File: src/rtl/balance_pkg.sv
// Shared types and helpers for the balance controller: power/rider states,
// steering pot clip constants and signed saturation helpers.
package balance_pkg;

    typedef enum logic [1:0] {
        OFF  = 2'd0,
        SOFT = 2'd1,
        RUN  = 2'd2,
        DROP = 2'd3
    } bal_state_t;

    localparam logic [11:0] STEER_MIN = 12'h200;
    localparam logic [11:0] STEER_MAX = 12'hE00;
    localparam logic [11:0] STEER_MID = 12'h7FF;

    // Clamp a signed value into the range of a w-bit signed number.
    function automatic logic signed [31:0] sat_s(input logic signed [31:0] x, input int w);
        logic signed [31:0] hi;
        logic signed [31:0] lo;
        hi = (32'sd1 <<< (w - 1)) - 32'sd1;
        lo = -(32'sd1 <<< (w - 1));
        if (x > hi)
            return hi;
        if (x < lo)
            return lo;
        return x;
    endfunction

    // Magnitude that stays representable in w bits (most-negative maps to max positive).
    function automatic logic signed [31:0] abs_sat(input logic signed [31:0] x, input int w);
        return sat_s((x < 0) ? -x : x, w);
    endfunction

endpackage

File: src/rtl/balance_cntrl_param_if.sv
// Sensor-in / motor-out bundle of the balance controller.
interface balance_cntrl_param_if #(
    parameter int PTCH_W = 16,
    parameter int SPD_W  = 12,
    parameter int SS_W   = 9
);
    logic                     vld;
    logic signed [PTCH_W-1:0] ptch;
    logic signed [PTCH_W-1:0] ptch_rt;
    logic                     pwr_up;
    logic                     rider_off;
    logic [11:0]              steer_pot;
    logic                     en_steer;
    logic signed [SPD_W-1:0]  lft_spd;
    logic signed [SPD_W-1:0]  rght_spd;
    logic                     spd_vld;
    logic                     too_fast;
    logic [SS_W-1:0]          ss_tmr;

    modport master (
        output vld, ptch, ptch_rt, pwr_up, rider_off, steer_pot, en_steer,
        input  lft_spd, rght_spd, spd_vld, too_fast, ss_tmr
    );

    modport slave (
        input  vld, ptch, ptch_rt, pwr_up, rider_off, steer_pot, en_steer,
        output lft_spd, rght_spd, spd_vld, too_fast, ss_tmr
    );
endinterface

File: src/rtl/bal_soft_start.sv
// Power/rider state machine with the soft-start gain ramp (ss_tmr) and its step prescaler.
module bal_soft_start
    import balance_pkg::*;
#(
    parameter int SS_W     = 9,
    parameter bit FAST_SIM = 1'b1
) (
    input  logic            clk,
    input  logic            srst,
    input  logic            pwr_up,
    input  logic            rider_off,
    output bal_state_t      state,
    output logic [SS_W-1:0] ss_tmr
);

    localparam logic [SS_W-1:0] SS_MAX = '1;
    localparam logic [SS_W-1:0] SS_ONE = {{(SS_W-1){1'b0}}, 1'b1};

    bal_state_t      state_reg;
    logic [SS_W-1:0] ss_tmr_reg;
    logic [7:0]      prescale_reg;
    logic            step;

    assign step   = FAST_SIM ? 1'b1 : (prescale_reg == 8'hFF);
    assign state  = state_reg;
    assign ss_tmr = ss_tmr_reg;

    always_ff @(posedge clk) begin
        if (srst || !pwr_up) begin
            // Losing power overrides everything, including a same-cycle dismount.
            state_reg    <= OFF;
            ss_tmr_reg   <= '0;
            prescale_reg <= '0;
        end else begin
            prescale_reg <= prescale_reg + 8'd1;
            case (state_reg)
                OFF: begin
                    ss_tmr_reg <= '0;
                    state_reg  <= SOFT;
                end
                SOFT: begin
                    if (step && ss_tmr_reg != SS_MAX)
                        ss_tmr_reg <= ss_tmr_reg + SS_ONE;
                    if (rider_off)
                        state_reg <= DROP;
                    else if (ss_tmr_reg == SS_MAX)
                        state_reg <= RUN;
                end
                RUN: begin
                    ss_tmr_reg <= SS_MAX;
                    if (rider_off)
                        state_reg <= DROP;
                end
                DROP: begin
                    if (step && ss_tmr_reg != '0)
                        ss_tmr_reg <= ss_tmr_reg - SS_ONE;
                    if (!rider_off)
                        state_reg <= SOFT;
                end
                default: state_reg <= OFF;
            endcase
        end
    end

endmodule

File: src/rtl/balance_cntrl_param.sv
// Balance controller: PID on pitch (stage 1), soft-start scaling and steering mix (stage 2),
// with hysteretic overspeed flag.
module balance_cntrl_param
    import balance_pkg::*;
#(
    parameter int PTCH_W    = 16,
    parameter int SPD_W     = 12,
    parameter int INTG_W    = 18,
    parameter int SS_W      = 9,
    parameter bit FAST_SIM  = 1'b1,
    parameter int P_COEFF   = 9,
    parameter int I_SHIFT   = 6,
    parameter int D_SHIFT   = 6,
    parameter int FAST_TH   = 1792,
    parameter int FAST_HYST = 128
) (
    input logic                   clk,
    input logic                   rst,
    balance_cntrl_param_if.slave  bus
);

    bal_state_t               state;
    logic [SS_W-1:0]          ss_tmr;
    logic signed [INTG_W-1:0] integ_reg;
    logic signed [INTG_W-1:0] integ_next;
    logic signed [SPD_W+1:0]  pid_q_reg;
    logic                     s1_vld_reg;
    logic                     spd_vld_reg;
    logic                     too_fast_reg;
    logic signed [SPD_W-1:0]  spd_reg  [2];
    logic signed [SPD_W-1:0]  spd_next [2];
    logic [1:0]               over;
    logic [1:0]               under;
    logic signed [31:0]       err;
    logic signed [31:0]       pid_full;
    logic signed [31:0]       scaled;
    logic signed [31:0]       steer;
    logic [11:0]              pot_clip;

    bal_soft_start #(
        .SS_W     (SS_W),
        .FAST_SIM (FAST_SIM)
    ) u_soft (
        .clk       (clk),
        .srst      (rst),
        .pwr_up    (bus.pwr_up),
        .rider_off (bus.rider_off),
        .state     (state),
        .ss_tmr    (ss_tmr)
    );

    assign err        = sat_s(32'($signed(bus.ptch[PTCH_W-1:0])), 10);
    assign integ_next = INTG_W'(sat_s(32'(integ_reg) + err, INTG_W));
    assign pid_full   = err * P_COEFF
                      + (32'(integ_reg) >>> I_SHIFT)
                      - (32'($signed(bus.ptch_rt[PTCH_W-1:0])) >>> D_SHIFT);

    assign scaled = (32'(pid_q_reg) * $signed({{(32-SS_W){1'b0}}, ss_tmr})) >>> SS_W;

    always_comb begin
        pot_clip = bus.steer_pot;
        if (bus.steer_pot < STEER_MIN)
            pot_clip = STEER_MIN;
        else if (bus.steer_pot > STEER_MAX)
            pot_clip = STEER_MAX;
    end

    assign steer = bus.en_steer
                 ? ((($signed({20'd0, pot_clip}) - $signed({20'd0, STEER_MID})) * 32'sd3) >>> 4)
                 : 32'sd0;

    // Channel 0 = left (adds steer), channel 1 = right (subtracts steer).
    for (genvar gi = 0; gi < 2; gi++) begin : g_mix
        logic signed [31:0] mixed;
        logic signed [31:0] mag;
        assign mixed         = (gi == 0) ? scaled + steer : scaled - steer;
        assign spd_next[gi]  = (state == OFF) ? '0 : SPD_W'(sat_s(mixed, SPD_W));
        assign mag           = abs_sat(32'(spd_next[gi]), SPD_W);
        assign over[gi]      = mag > FAST_TH;
        assign under[gi]     = mag < (FAST_TH - FAST_HYST);
    end

    always_ff @(posedge clk) begin
        if (rst) begin
            integ_reg    <= '0;
            pid_q_reg    <= '0;
            s1_vld_reg   <= 1'b0;
            spd_vld_reg  <= 1'b0;
            too_fast_reg <= 1'b0;
            spd_reg[0]   <= '0;
            spd_reg[1]   <= '0;
        end else begin
            s1_vld_reg  <= bus.vld;
            spd_vld_reg <= s1_vld_reg;

            if (state == OFF || state == DROP)
                integ_reg <= '0;
            else if (state == RUN && bus.vld)
                integ_reg <= integ_next;

            // Stage 1 uses the integrator value from before this sample's accumulation.
            if (bus.vld)
                pid_q_reg <= (SPD_W+2)'(sat_s(pid_full, SPD_W + 2));

            if (s1_vld_reg) begin
                spd_reg[0] <= spd_next[0];
                spd_reg[1] <= spd_next[1];
                if (|over)
                    too_fast_reg <= 1'b1;
                else if (&under)
                    too_fast_reg <= 1'b0;
            end
        end
    end

    assign bus.lft_spd  = spd_reg[0];
    assign bus.rght_spd = spd_reg[1];
    assign bus.spd_vld  = spd_vld_reg;
    assign bus.too_fast = too_fast_reg;
    assign bus.ss_tmr   = ss_tmr;

endmodule

File: src/flat_wrapper.sv
// flat-port wrapper written by rule: the top's interface ports become plain ports
module balance_cntrl_param_flat import balance_pkg::*;
#(
    parameter int PTCH_W    = 16,
    parameter int SPD_W     = 12,
    parameter int INTG_W    = 18,
    parameter int SS_W      = 9,
    parameter bit FAST_SIM  = 1'b1,
    parameter int P_COEFF   = 9,
    parameter int I_SHIFT   = 6,
    parameter int D_SHIFT   = 6,
    parameter int FAST_TH   = 1792,
    parameter int FAST_HYST = 128
)
  (clk, rst, bus_vld, bus_ptch, bus_ptch_rt, bus_pwr_up, bus_rider_off, bus_steer_pot, bus_en_steer, bus_lft_spd, bus_rght_spd, bus_spd_vld, bus_too_fast, bus_ss_tmr);
  balance_cntrl_param_if #(.PTCH_W(PTCH_W), .SPD_W(SPD_W), .SS_W(SS_W)) bus_i ();
  input logic clk;
  input logic rst;
  input wire logic [$bits(bus_i.vld)-1:0] bus_vld;
  input wire logic [$bits(bus_i.ptch)-1:0] bus_ptch;
  input wire logic [$bits(bus_i.ptch_rt)-1:0] bus_ptch_rt;
  input wire logic [$bits(bus_i.pwr_up)-1:0] bus_pwr_up;
  input wire logic [$bits(bus_i.rider_off)-1:0] bus_rider_off;
  input wire logic [$bits(bus_i.steer_pot)-1:0] bus_steer_pot;
  input wire logic [$bits(bus_i.en_steer)-1:0] bus_en_steer;
  output wire logic [$bits(bus_i.lft_spd)-1:0] bus_lft_spd;
  output wire logic [$bits(bus_i.rght_spd)-1:0] bus_rght_spd;
  output wire logic [$bits(bus_i.spd_vld)-1:0] bus_spd_vld;
  output wire logic [$bits(bus_i.too_fast)-1:0] bus_too_fast;
  output wire logic [$bits(bus_i.ss_tmr)-1:0] bus_ss_tmr;
  assign bus_i.vld = bus_vld;
  assign bus_i.ptch = bus_ptch;
  assign bus_i.ptch_rt = bus_ptch_rt;
  assign bus_i.pwr_up = bus_pwr_up;
  assign bus_i.rider_off = bus_rider_off;
  assign bus_i.steer_pot = bus_steer_pot;
  assign bus_i.en_steer = bus_en_steer;
  assign bus_lft_spd = bus_i.lft_spd;
  assign bus_rght_spd = bus_i.rght_spd;
  assign bus_spd_vld = bus_i.spd_vld;
  assign bus_too_fast = bus_i.too_fast;
  assign bus_ss_tmr = bus_i.ss_tmr;
  balance_cntrl_param #(.PTCH_W(PTCH_W), .SPD_W(SPD_W), .INTG_W(INTG_W), .SS_W(SS_W), .FAST_SIM(FAST_SIM), .P_COEFF(P_COEFF), .I_SHIFT(I_SHIFT), .D_SHIFT(D_SHIFT), .FAST_TH(FAST_TH), .FAST_HYST(FAST_HYST)) u_core (.clk(clk), .rst(rst), .bus(bus_i));
endmodule
File: config.mk
export PLATFORM = sky130hd
export DESIGN_NAME = balance_cntrl_param_flat
export DESIGN_NICKNAME = d
export VERILOG_FILES = /design/src/rtl/balance_pkg.sv /design/src/rtl/balance_cntrl_param_if.sv /design/src/rtl/bal_soft_start.sv /design/src/rtl/balance_cntrl_param.sv /design/src/flat_wrapper.sv
export SDC_FILE = /design/constraint.sdc
export NUM_CORES = 1
export LEC_CHECK = 0
export CELL_PAD_IN_SITES_DETAIL_PLACEMENT = 0
export CELL_PAD_IN_SITES_GLOBAL_PLACEMENT = 1
export CORE_AREA = 3 3 161 225
export DETAILED_ROUTE_END_ITERATION = 6
export DIE_AREA = 0 0 164 228
export DONT_BUFFER_PORTS = 1
export PLACE_DENSITY = 0.75
export SLEW_MARGIN = 20
export SYNTH_ARGS = -nofsm -noshare
export SYNTH_HDL_FRONTEND = slang
export SYNTH_HIERARCHICAL = 1
export SYNTH_SLANG_ARGS = --single-unit
File: constraint.sdc
create_clock -name clk -period 11.7 [get_ports clk]
set_clock_uncertainty 0.1 [all_clocks]
set_input_delay 3.51 -clock clk [delete_from_list [all_inputs] [get_ports clk]]
set_output_delay 3.51 -clock clk [all_outputs]
set_load 0.01 [all_outputs]
* Yosys cells after proc, flatten, opt, wreduce, memory -nomap -nowiden
Memories as Yosys holds them, arrays and structs flattened.
Index checks and enable logic that the tools add are counted.
** Storage, ports and cells
- Register bits :: 46
- Bits in writable memories :: 24
- Input port bits :: 50
- Output and inout bits :: 35
- Logic and storage cells :: 145
- Memories :: 1
** Operators by class
- Add/subtract/negate cells :: 10
- Multiply operators :: 3
- Magnitude comparators :: 22
- Eq/ne operators :: 10
- Multiplexer cells :: 77
- Bitwise operators :: 2
- Reductions and logical operators :: 13
** Memories
- u_core.spd_reg :: depth 2, width 12, read ports 2, clocked after Yosys merged registers in 0, write ports 2, RTL line balance_cntrl_param.sv:30 : logic signed [SPD_W-1:0] spd_reg [2];
** Operators with widths (count)
- $mux W32 :: 15
- $gt A32 B12 Y1 const B :: 6
- $lt A32 B12 Y1 const B :: 6
- $mux W12 :: 14
- $mux W18 :: 4
- $neg A12 Y32 :: 2
- $mux W14 :: 4
- $pmux W9 S4 :: 1
- $add A15 B32 Y32 :: 1
- $add A18 B32 Y32 :: 1
- $add A32 B12 Y32 :: 1
- $gt A32 B14 Y1 const B :: 1
- $gt A32 B18 Y1 const B :: 1
- $lt A32 B14 Y1 const B :: 1
- $lt A32 B18 Y1 const B :: 1
- $mul A32 B3 Y32 const B :: 1
- $mul A32 B5 Y32 const B :: 1
- $mux W1 :: 32
- $sub A15 B32 Y32 :: 1
- $sub A32 B10 Y32 :: 1
- $lt A12 B1 Y1 const B :: 2
- $mul A14 B10 Y24 :: 1
- $mux W9 :: 2
- $gt A16 B10 Y1 const B :: 1
- 24 further kinds :: 36

* Depth between registers and ports, before layout
Gate-level depths: netlist of run 1.
- Depth in word-level cells :: 24
- Gate-level depth with buffers :: 49
- Depth with buffers taken out :: 46

* Cells and area by module
The synthesis of run 1 kept the hierarchy.
** Modules (own cells, without submodules)
- balance_cntrl_param :: instances 1, cells each 1780, area an instance 14431.3 um^2, seq. area each 1421.4 um^2
- bal_soft_start :: instances 1, cells each 126, area an instance 972.2 um^2, seq. area each 220.2 um^2

* Worst setup path before layout of run 1
OpenSTA, ideal clock, no wires.
- Path kind :: input to register
- Start :: input bus_steer_pot[5]
- End :: register u_core.too_fast_reg, in the netlist u_core/bus.too_fast
- Library setup time :: 0.075 ns
- Arrival :: 12.245 ns
- Required time :: 11.525 ns
- Setup slack :: -0.720 ns
- Stages :: 44
- Path buffers :: 3
- Cell sequence :: nor4_1 > a31oi_1 > nor2_1 > and2_1 > ha_1 > nand3_1 > xor2_1 > nor2_1 > ha_1 > ha_1 > a21oi_1 > o21bai_1 > a21oi_1 > o21bai_1 > a21oi_1 > nor2b_1 > nor2_1 > o21ai_0 > [... 8 more ...] > o21bai_1 > a21oi_1 > fa_1 > buf_2 > inv_1 > or4b_2 > or4b_4 > o31ai_4 > clkbuf_1 > a21o_1 > nand2_1 > ha_1 > a21boi_1 > nor4b_1 > o211ai_1 > o21ai_0 > o2111ai_1 > a31oi_1
** Between the ends
- Cells in the longest elaborated chain, start to end :: 24
- Elaborated cells between the ends (all ways) :: 58
- Classes of those cells :: 5 x add/sub; 1 x mul; 16 x order compare; 32 x mux; 4 x reduce/logical
** RTL lines
- start: declaration :: RTL line flat_wrapper.sv:24 : input wire logic [$bits(bus_i.steer_pot)-1:0] bus_steer_pot;
- $gt A12 B12 Y1 :: RTL line balance_cntrl_param.sv:64 : else if (bus.steer_pot > STEER_MAX)
- $mux W12 :: RTL line balance_cntrl_param.sv:64
- $mux W12 (*) :: RTL line balance_cntrl_param.sv:62 : if (bus.steer_pot < STEER_MIN)
- $sub A12 B11 Y13 (*) :: RTL line balance_cntrl_param.sv:69 : ? ((($signed({20'd0, pot_clip}) - $signed({20'd0, STEER_MID})) * 32'sd3) >>> 4)
- $mul A32 B3 Y32 (*) :: RTL line balance_cntrl_param.sv:69
- $mux W32 (*) :: RTL line balance_cntrl_param.sv:69
- $add A15 B32 Y32 / $sub A15 B32 Y32 (equally long branches)
- $lt A32 B12 Y1 :: RTL line balance_pkg.sv:24 : if (x < lo)
- [... 7 more ...]
- $lt A32 B12 Y1 :: RTL line balance_pkg.sv:24
- $mux W1 (2 in a row) :: RTL line balance_pkg.sv:24
- $mux W32 :: RTL line balance_pkg.sv:26 : return x;
- $mux W32 :: RTL line balance_pkg.sv:24
- $lt A32 B12 Y1 / $gt A32 B12 Y1 (equally long branches) :: RTL line balance_cntrl_param.sv:80, balance_cntrl_param.sv:79
- $reduce_and A2 Y1 / $reduce_or A2 Y1 (equally long branches) :: RTL line balance_cntrl_param.sv:110, balance_cntrl_param.sv:108
- $reduce_bool A2 Y1 (no source line)
- $reduce_and A2 Y1 (no source line)
- end signal: assignment :: RTL line balance_cntrl_param.sv:89 : too_fast_reg <= 1'b0;
- end signal: assignment :: RTL line balance_cntrl_param.sv:109 : too_fast_reg <= 1'b1;
- end signal: assignment :: RTL line balance_cntrl_param.sv:111 : too_fast_reg <= 1'b0;
- end: declaration :: RTL line balance_cntrl_param.sv:29 : logic too_fast_reg;
Mark *: on every way between the ends. The rest lies on a longest branch, timed or not. The select of a mux whose other input is x is not followed.
A chain may end at the register's enable or synchronous reset.

* Worst setup path in the final report of run 1
Same ends and word-level chain as after synthesis.

==> results of run 1 <==
-- final cells by class --
cell class,instances,area (sq um)
fillers,3338,16900
repair buffers,150,1130
well taps,451,564
inverters,318,1190
flip-flops and latches,70,1640
clock inverters,7,56.3
multi-input cells,1452,12700
clock buffers,9,225
-- Yosys cell counts (5+ instances only) --
cell,number
and4_1,7
nand2_1,138
xor2_1,28
dfxtp_1,46
or4_1,6
o21a_1,14
o32ai_1,5
o31a_1,6
or2_2,16
nand3_1,31
ha_1,200
nor4_1,8
nor2b_1,26
o31ai_1,17
and3_1,9
buf_2,16
o21ai_0,75
nand2b_1,27
and2_1,84
a31oi_1,11
a22oi_1,6
o211ai_1,13
xnor2_1,67
nor3_1,31
clkbuf_1,46
or3_1,21
o21bai_1,12
fa_1,150
mux2i_1,10
a211oi_1,28
edfxtp_1,24
o21ai_1,7
a21o_1,34
inv_1,317
a21oi_1,95
nor2_1,142
o41ai_1,8
o22ai_1,11
a211o_1,7
-- power breakdown --
group | leakage (nW) | total, mW | switching (mW) | internal, mW
sequential | 0.632 | 0.301 | 0.0337 | 0.267
clock | 0.133 | 0.277 | 0.131 | 0.146
combinational | 7.97 | 1.10 | 0.621 | 0.480
total | 8.73 | 1.68 | 0.785 | 0.893
-- through the flow --
| stage | instance area [sq um] | utilization, % | worst slack, ns | setup TNS, ns | cells |
|---|---|---|---|---|---|
| after floorplan | 15600 | - | -0.0682 | -0.0682 | 1909 |
| final | 17500 | 50.9 | 0.237 | 0 | 2457 |
| after CTS | 17200 | 50.1 | 0.0125 | 0 | 2450 |
| after global routing | 17500 | 50.9 | -0.218 | -0.218 | 2457 |
| after global placement | 16900 | 49.2 | -0.505 | -0.505 | 2434 |
| after detailed placement | 16900 | 49.2 | -0.579 | -0.579 | 2434 |
-- timing repair --
item                                    in CTS  in global routing
resized for setup                            8                 50
pin swaps                                    2                 46
buffers inserted                             0                  7
hold endpoints to repair                     0                  0
endpoints found under the setup margin       1                  1
-- per-layer routing --
layer  vias to the layer above  routed length (microns)
met5                         -                        0
met1                      6446                    14700
met3                        66                      886
met4                         0                     1470
li1                       6583                        -
met2                       222                    23500
-- worst paths after layout --
kind	from	to	slack [ns]	cells past startpoint
worst min register to register	u_core/integ_reg[0]$_SDFFE_PP0P_	u_core/integ_reg[0]$_SDFFE_PP0P_	0.40	2
worst max register to register	u_core/u_soft/ss_tmr[2]$_SDFFE_PP0P_	u_core/bus.too_fast$_SDFFE_PP0P_	0.72	40
worst min-delay path	u_core/integ_reg[0]$_SDFFE_PP0P_	u_core/integ_reg[0]$_SDFFE_PP0P_	0.40	2
worst max-delay path	bus_steer_pot[5]	u_core/bus.too_fast$_SDFFE_PP0P_	0.24	42
-- worst max-delay path, delay by kind of cell --
kind                     cells  cell delay [ns]
XOR/XNOR                     2             0.46
adder cells (fa/ha/maj)      6             1.69
AND/OR/NAND/NOR             13             3.21
buffers and inverters        2             0.30
AO/OA/AOI/OAI               19             2.47
-- cells by family (layout without fill, tap and decap cells) --
group | count (synthesis) | after routing | synth area share (%)
flops | 70 | 70 | 10.7
buf+inv | 387 | 484 | 9.76
simple gates | 581 | 581 | 19.4
other cells | 1 | 4 | 0.0243
compound gates | 409 | 409 | 18.1
mux | 13 | 13 | 0.869
fa+ha+maj | 350 | 350 | 35.7
xor+xnor | 95 | 95 | 5.40
==> flow_summary.ini, run 1 <==
[sta]
fin_worst_hold_slack_ns = 0.400
slew_viol_final = 0
fmaxAchievable_mhz = 87.2
setup-violations-final = 0
worst_slew_margin_rel_pct = 34.4
finalHoldViolations = 0
timing.final.crit_share_pct = 98.0
grt_setup_unrepaired = yes
worst-slew-pin-transition_ns = 0.959
period_needed_ns = 11.46

[yosys]
synthDominantAreaCellType = fa_1
synthDistinctLibCells = 96
syn-instance-count = 1906
synth_edf_count = 24
synth.area.top_cells = fa_1, ha_1, inv_1
synth_seq_cells = 70
post_synth.cell_area_avg_sq_um = 8.08
yosys.area.top_type_share_pct = 19.5
synth_top_flop_cell = dfxtp_1
synth_area_sq_um = 15400
synth_async_sr_flop_share_pct = 0
yosys_warnings = 6
register_area_share_after_synthesis_pct = 10.7

[setup_path]
top_cell_by_count_worst_path = ha_4
end_kind = flip-flop
crit_path_max_fanout = 6
worst-endpoint-required_ns = 11.89
crit_type = in2reg
max_stage_delay_ns = 0.53
startpoint_type = input port
arrival_ns = 11.65
worst_path_max_delay_cell = or4b_4

[floorplanning]
die_y_microns = 228
num_rows = 80
pin_count = 85
core_area_sq_um = 34300
die_x_microns = 164
initial_standard_cell_utilization_of_the_core_pct = 44.9
design.die.area_sq_um = 37400

[finish]
antenna-diode-count = 0
area_growth_syn_to_layout_pct = 13.5
flip_flop_count_of_the_largest_register_after_layout = 24
drive_gt1_share_pct = 13.8
fin_nets = 2401
mostFrequentLayoutCell = inv_1
most_used_cells_in_the_layout_excluding_fill_and_tap_cells = inv_1, ha_1, buf_4, fa_1, nor2_1

[grt]
gr-usage-met3_pct = 2.03
groute.usage.overall_pct = 21.9
use_met1_pct = 22.1
grt_first_pass_wirelength_microns = 66600
grt_antenna_before_repair = 0
gr-usage-met2_pct = 44.6
grt_start_max_net_pins = 28
number_of_global_route_vias_before_repair = 13825
grt-busiest-layer = met2
global_route.overflow_total = 0

[placement]
portBuffers = 0
detail_placement_hpwl_microns = 34200
finalWeightedCongestion = 0.879

[drt]
routed_wire_length_per_instance_microns = 16.5
detailroute.via_count = 13317
drt_pre_antenna_iters = 5
route.detailed.drc = 0
vias_per_inst = 5.42
antenna_left = 0
detailedRoute.firstIterationViolations = 501
detail_route.wirelength_microns = 40600

[run]
maxCapViolCount = 0

[clock_network]
tritoncts_clock_tree = built
numCtsBuffers = 9
clk_latency_ns = 0.36
max-clock-path-buffers = 2
cts.clk_slew.worst_paths_ns = 0.07
holdBufCountCts = 0
cts_htree_levels = 3
cts_sinks = 70
root_cell_of_the_clock_tree = clkbuf_16

[power_and_ir_drop]
power_density_nw_per_um2 = 96.0
p_leak_nw = 8.73
worst_ir_drop_vdd_mv = 0.0657
pnr_total_power_mw = 1.68

[worst_hold_path]
worstHoldPathType = reg2reg

[run_status]
status = finished clean
(Power assumes the default switching activity.)
==> run 2, diff against run 1 <==
Settings changed: CORE_AREA 3 3 161 225 to 3 3 164 230, DIE_AREA 0 0 164 228 to 0 0 167 233, DONT_BUFFER_PORTS 1 to not set, PLACE_DENSITY 0.75 to 0.77, SLEW_MARGIN 20 to not set.
==> flow_summary.ini, run 2 (synthesized netlist as in run 1, its figures left out) <==
[run_status]
status = finished clean

[power_and_ir_drop]
clock_power_share_pct = 17.1
internal_power_uw = 969
seq_power_share_pct = 16.7
p_switching_uw = 800
comb_power_share_pct = 66.1
p_sw_share_pct = 45.2
worst_ir_drop_vdd_mv = 0.0739
p_leak_nw = 9.32
power_density_nw_per_um2 = 94.8

[clock_network]
clk_latency_ns = 0.36
cts_htree_levels = 3
cts.clk_slew.worst_paths_ns = 0.07
max-clock-path-buffers = 2
root_cell_of_the_clock_tree = clkbuf_16
holdBufCountCts = 0
numCtsBuffers = 9
cts_sinks = 70
tritoncts_clock_tree = built

[placement]
place_worst_setup_slack_ns = -1.18
dpl-instance-area_sq_um = 18000
portBuffers = 78
finalWeightedCongestion = 0.896
number_of_cells_after_detailed_placement = 2572
detail_placement_hpwl_microns = 34500

[floorplanning]
die_x_microns = 167
pin_count = 85
core_area_sq_um = 35800
initial_standard_cell_utilization_of_the_core_pct = 43.0
design.die.area_sq_um = 38900
die_y_microns = 233
num_rows = 82

[sta]
period_needed_ns = 11.68
fmaxAchievable_mhz = 85.6
final.setup.tns_ns = 0
timing.final.crit_share_pct = 99.8
setup_ws_ns = 0.0181
setup-violations-final = 0
grt_setup_unrepaired = yes
finalHoldViolations = 0
slew_viol_final = 0
worst_slew_margin_rel_pct = 28.3
worst-slew-pin-transition_ns = 1.07

[drt]
route.detailed.drc = 0
detail_route.wirelength_microns = 41100
vias_per_inst = 5.25
routed_wire_length_per_instance_microns = 15.8
antenna_left = 0
drt_pre_antenna_iters = 5
detailedRoute.firstIterationViolations = 480
detailroute.via_count = 13654

[grt]
grt_antenna_before_repair = 0
grt_first_pass_wirelength_microns = 67400
global_route.overflow_total = 0
grt_start_max_net_pins = 28
number_of_global_route_vias_before_repair = 14101
groute.usage.overall_pct = 21.1

[setup_path]
worst_path_max_delay_cell = or4b_4
setup.worst_path.end = u_core/bus.too_fast$_SDFFE_PP0P_
startpoint_type = input port
r2r_slack_ns = 0.89
regToRegStartpoint = u_core/u_soft/ss_tmr[5]$_SDFFE_PP0P_
crit_start = bus_steer_pot[6]
end_kind = flip-flop
crit_type = in2reg
max_stage_delay_ns = 0.52
timing.reg2reg.worst_path_depth = 43
arrival_ns = 11.83
worst-endpoint-required_ns = 11.84
crit_path_max_fanout = 4
crit-reg2reg-capture = u_core/bus.too_fast$_SDFFE_PP0P_

[finish]
drive_gt1_share_pct = 15.4
most_used_cells_in_the_layout_excluding_fill_and_tap_cells = inv_1, buf_4, ha_1, fa_1, nor2_1
post-route-util_pct = 52.1
fin_nets = 2535
area_growth_syn_to_layout_pct = 21.2
finished_layout_cells = 2602
flip_flop_count_of_the_largest_register_after_layout = 24
antenna-diode-count = 0
mostFrequentLayoutCell = inv_1
finalInstanceArea_sq_um = 18700

[worst_hold_path]
worstHoldPathType = reg2reg

[run]
maxCapViolCount = 0
==> run 2: final cells by class <==
type / count / area, sq um
clock buffers: 10 / 239
clock inverters: 6 / 65.1
fillers: 3463 / 17100
inverters: 318 / 1190
multi-input cells: 1452 / 12600
flip-flops and latches: 70 / 1640
well taps: 462 / 578
repair buffers: 284 / 2310
==> run 2: routing by layer <==
metal  track usage, %  vias up  share of wire [%]
li1                 -     6863                  -
met5                0        -                  0
met2             42.1      220                 55
met1             21.3     6491                 37
met3             2.21       80                2.3
met4             11.2        0                5.4
==> run 2: worst min-delay path by stage <==
stage,startpoint,to,slack (ns),depth (start not counted)
after detailed placement,u_core/integ_reg[0]$_SDFFE_PP0P_,u_core/integ_reg[0]$_SDFFE_PP0P_,0.39,2
after global placement,u_core/integ_reg[0]$_SDFFE_PP0P_,u_core/integ_reg[0]$_SDFFE_PP0P_,0.38,2
after floorplan,u_core/integ_reg[0]$_SDFFE_PP0P_,u_core/integ_reg[0]$_SDFFE_PP0P_,0.38,2
after global routing,u_core/integ_reg[0]$_SDFFE_PP0P_,u_core/integ_reg[0]$_SDFFE_PP0P_,0.43,2
final,u_core/integ_reg[0]$_SDFFE_PP0P_,u_core/integ_reg[0]$_SDFFE_PP0P_,0.40,2
after CTS,u_core/integ_reg[0]$_SDFFE_PP0P_,u_core/integ_reg[0]$_SDFFE_PP0P_,0.40,2
==> run 2: metrics by stage <==
step | hold slack, ns | total power [mW]
CTS | 0.403 | 1.77
global placement | 0.384 | 1.42
floorplan | 0.376 | 1.05
finish | 0.402 | 1.77
detailed placement | 0.393 | 1.43
global route | 0.434 | 1.93
==> run 2: power groups by stage <==
stage / logic [mW] / clock network, mW / registers, mW
3_5_place_dp: 1.13 / 0 / 0.302
6_report: 1.17 / 0.303 / 0.296
2_1_floorplan: 0.766 / 0 / 0.283
4_1_cts: 1.16 / 0.312 / 0.296
3_3_place_gp: 1.12 / 0 / 0.301
5_1_grt: 1.30 / 0.323 / 0.299
==> run 2: what timing repair did <==
item                                    in CTS  in global routing
buffers inserted                            13                  1
endpoints found under the setup margin       2                  1
pin swaps                                   49                 16
resized for setup                           55                 22
endpoints found under the hold margin        0                  0
==> run 2: worst max-delay path: cells and delay by family <==
family / cells / cell delay (ns)
adder cells (fa/ha/maj): 6 / 1.77
XOR/XNOR: 2 / 0.45
AO/OA/AOI/OAI: 18 / 2.37
buffers and inverters: 3 / 0.34
AND/OR/NAND/NOR: 15 / 3.39
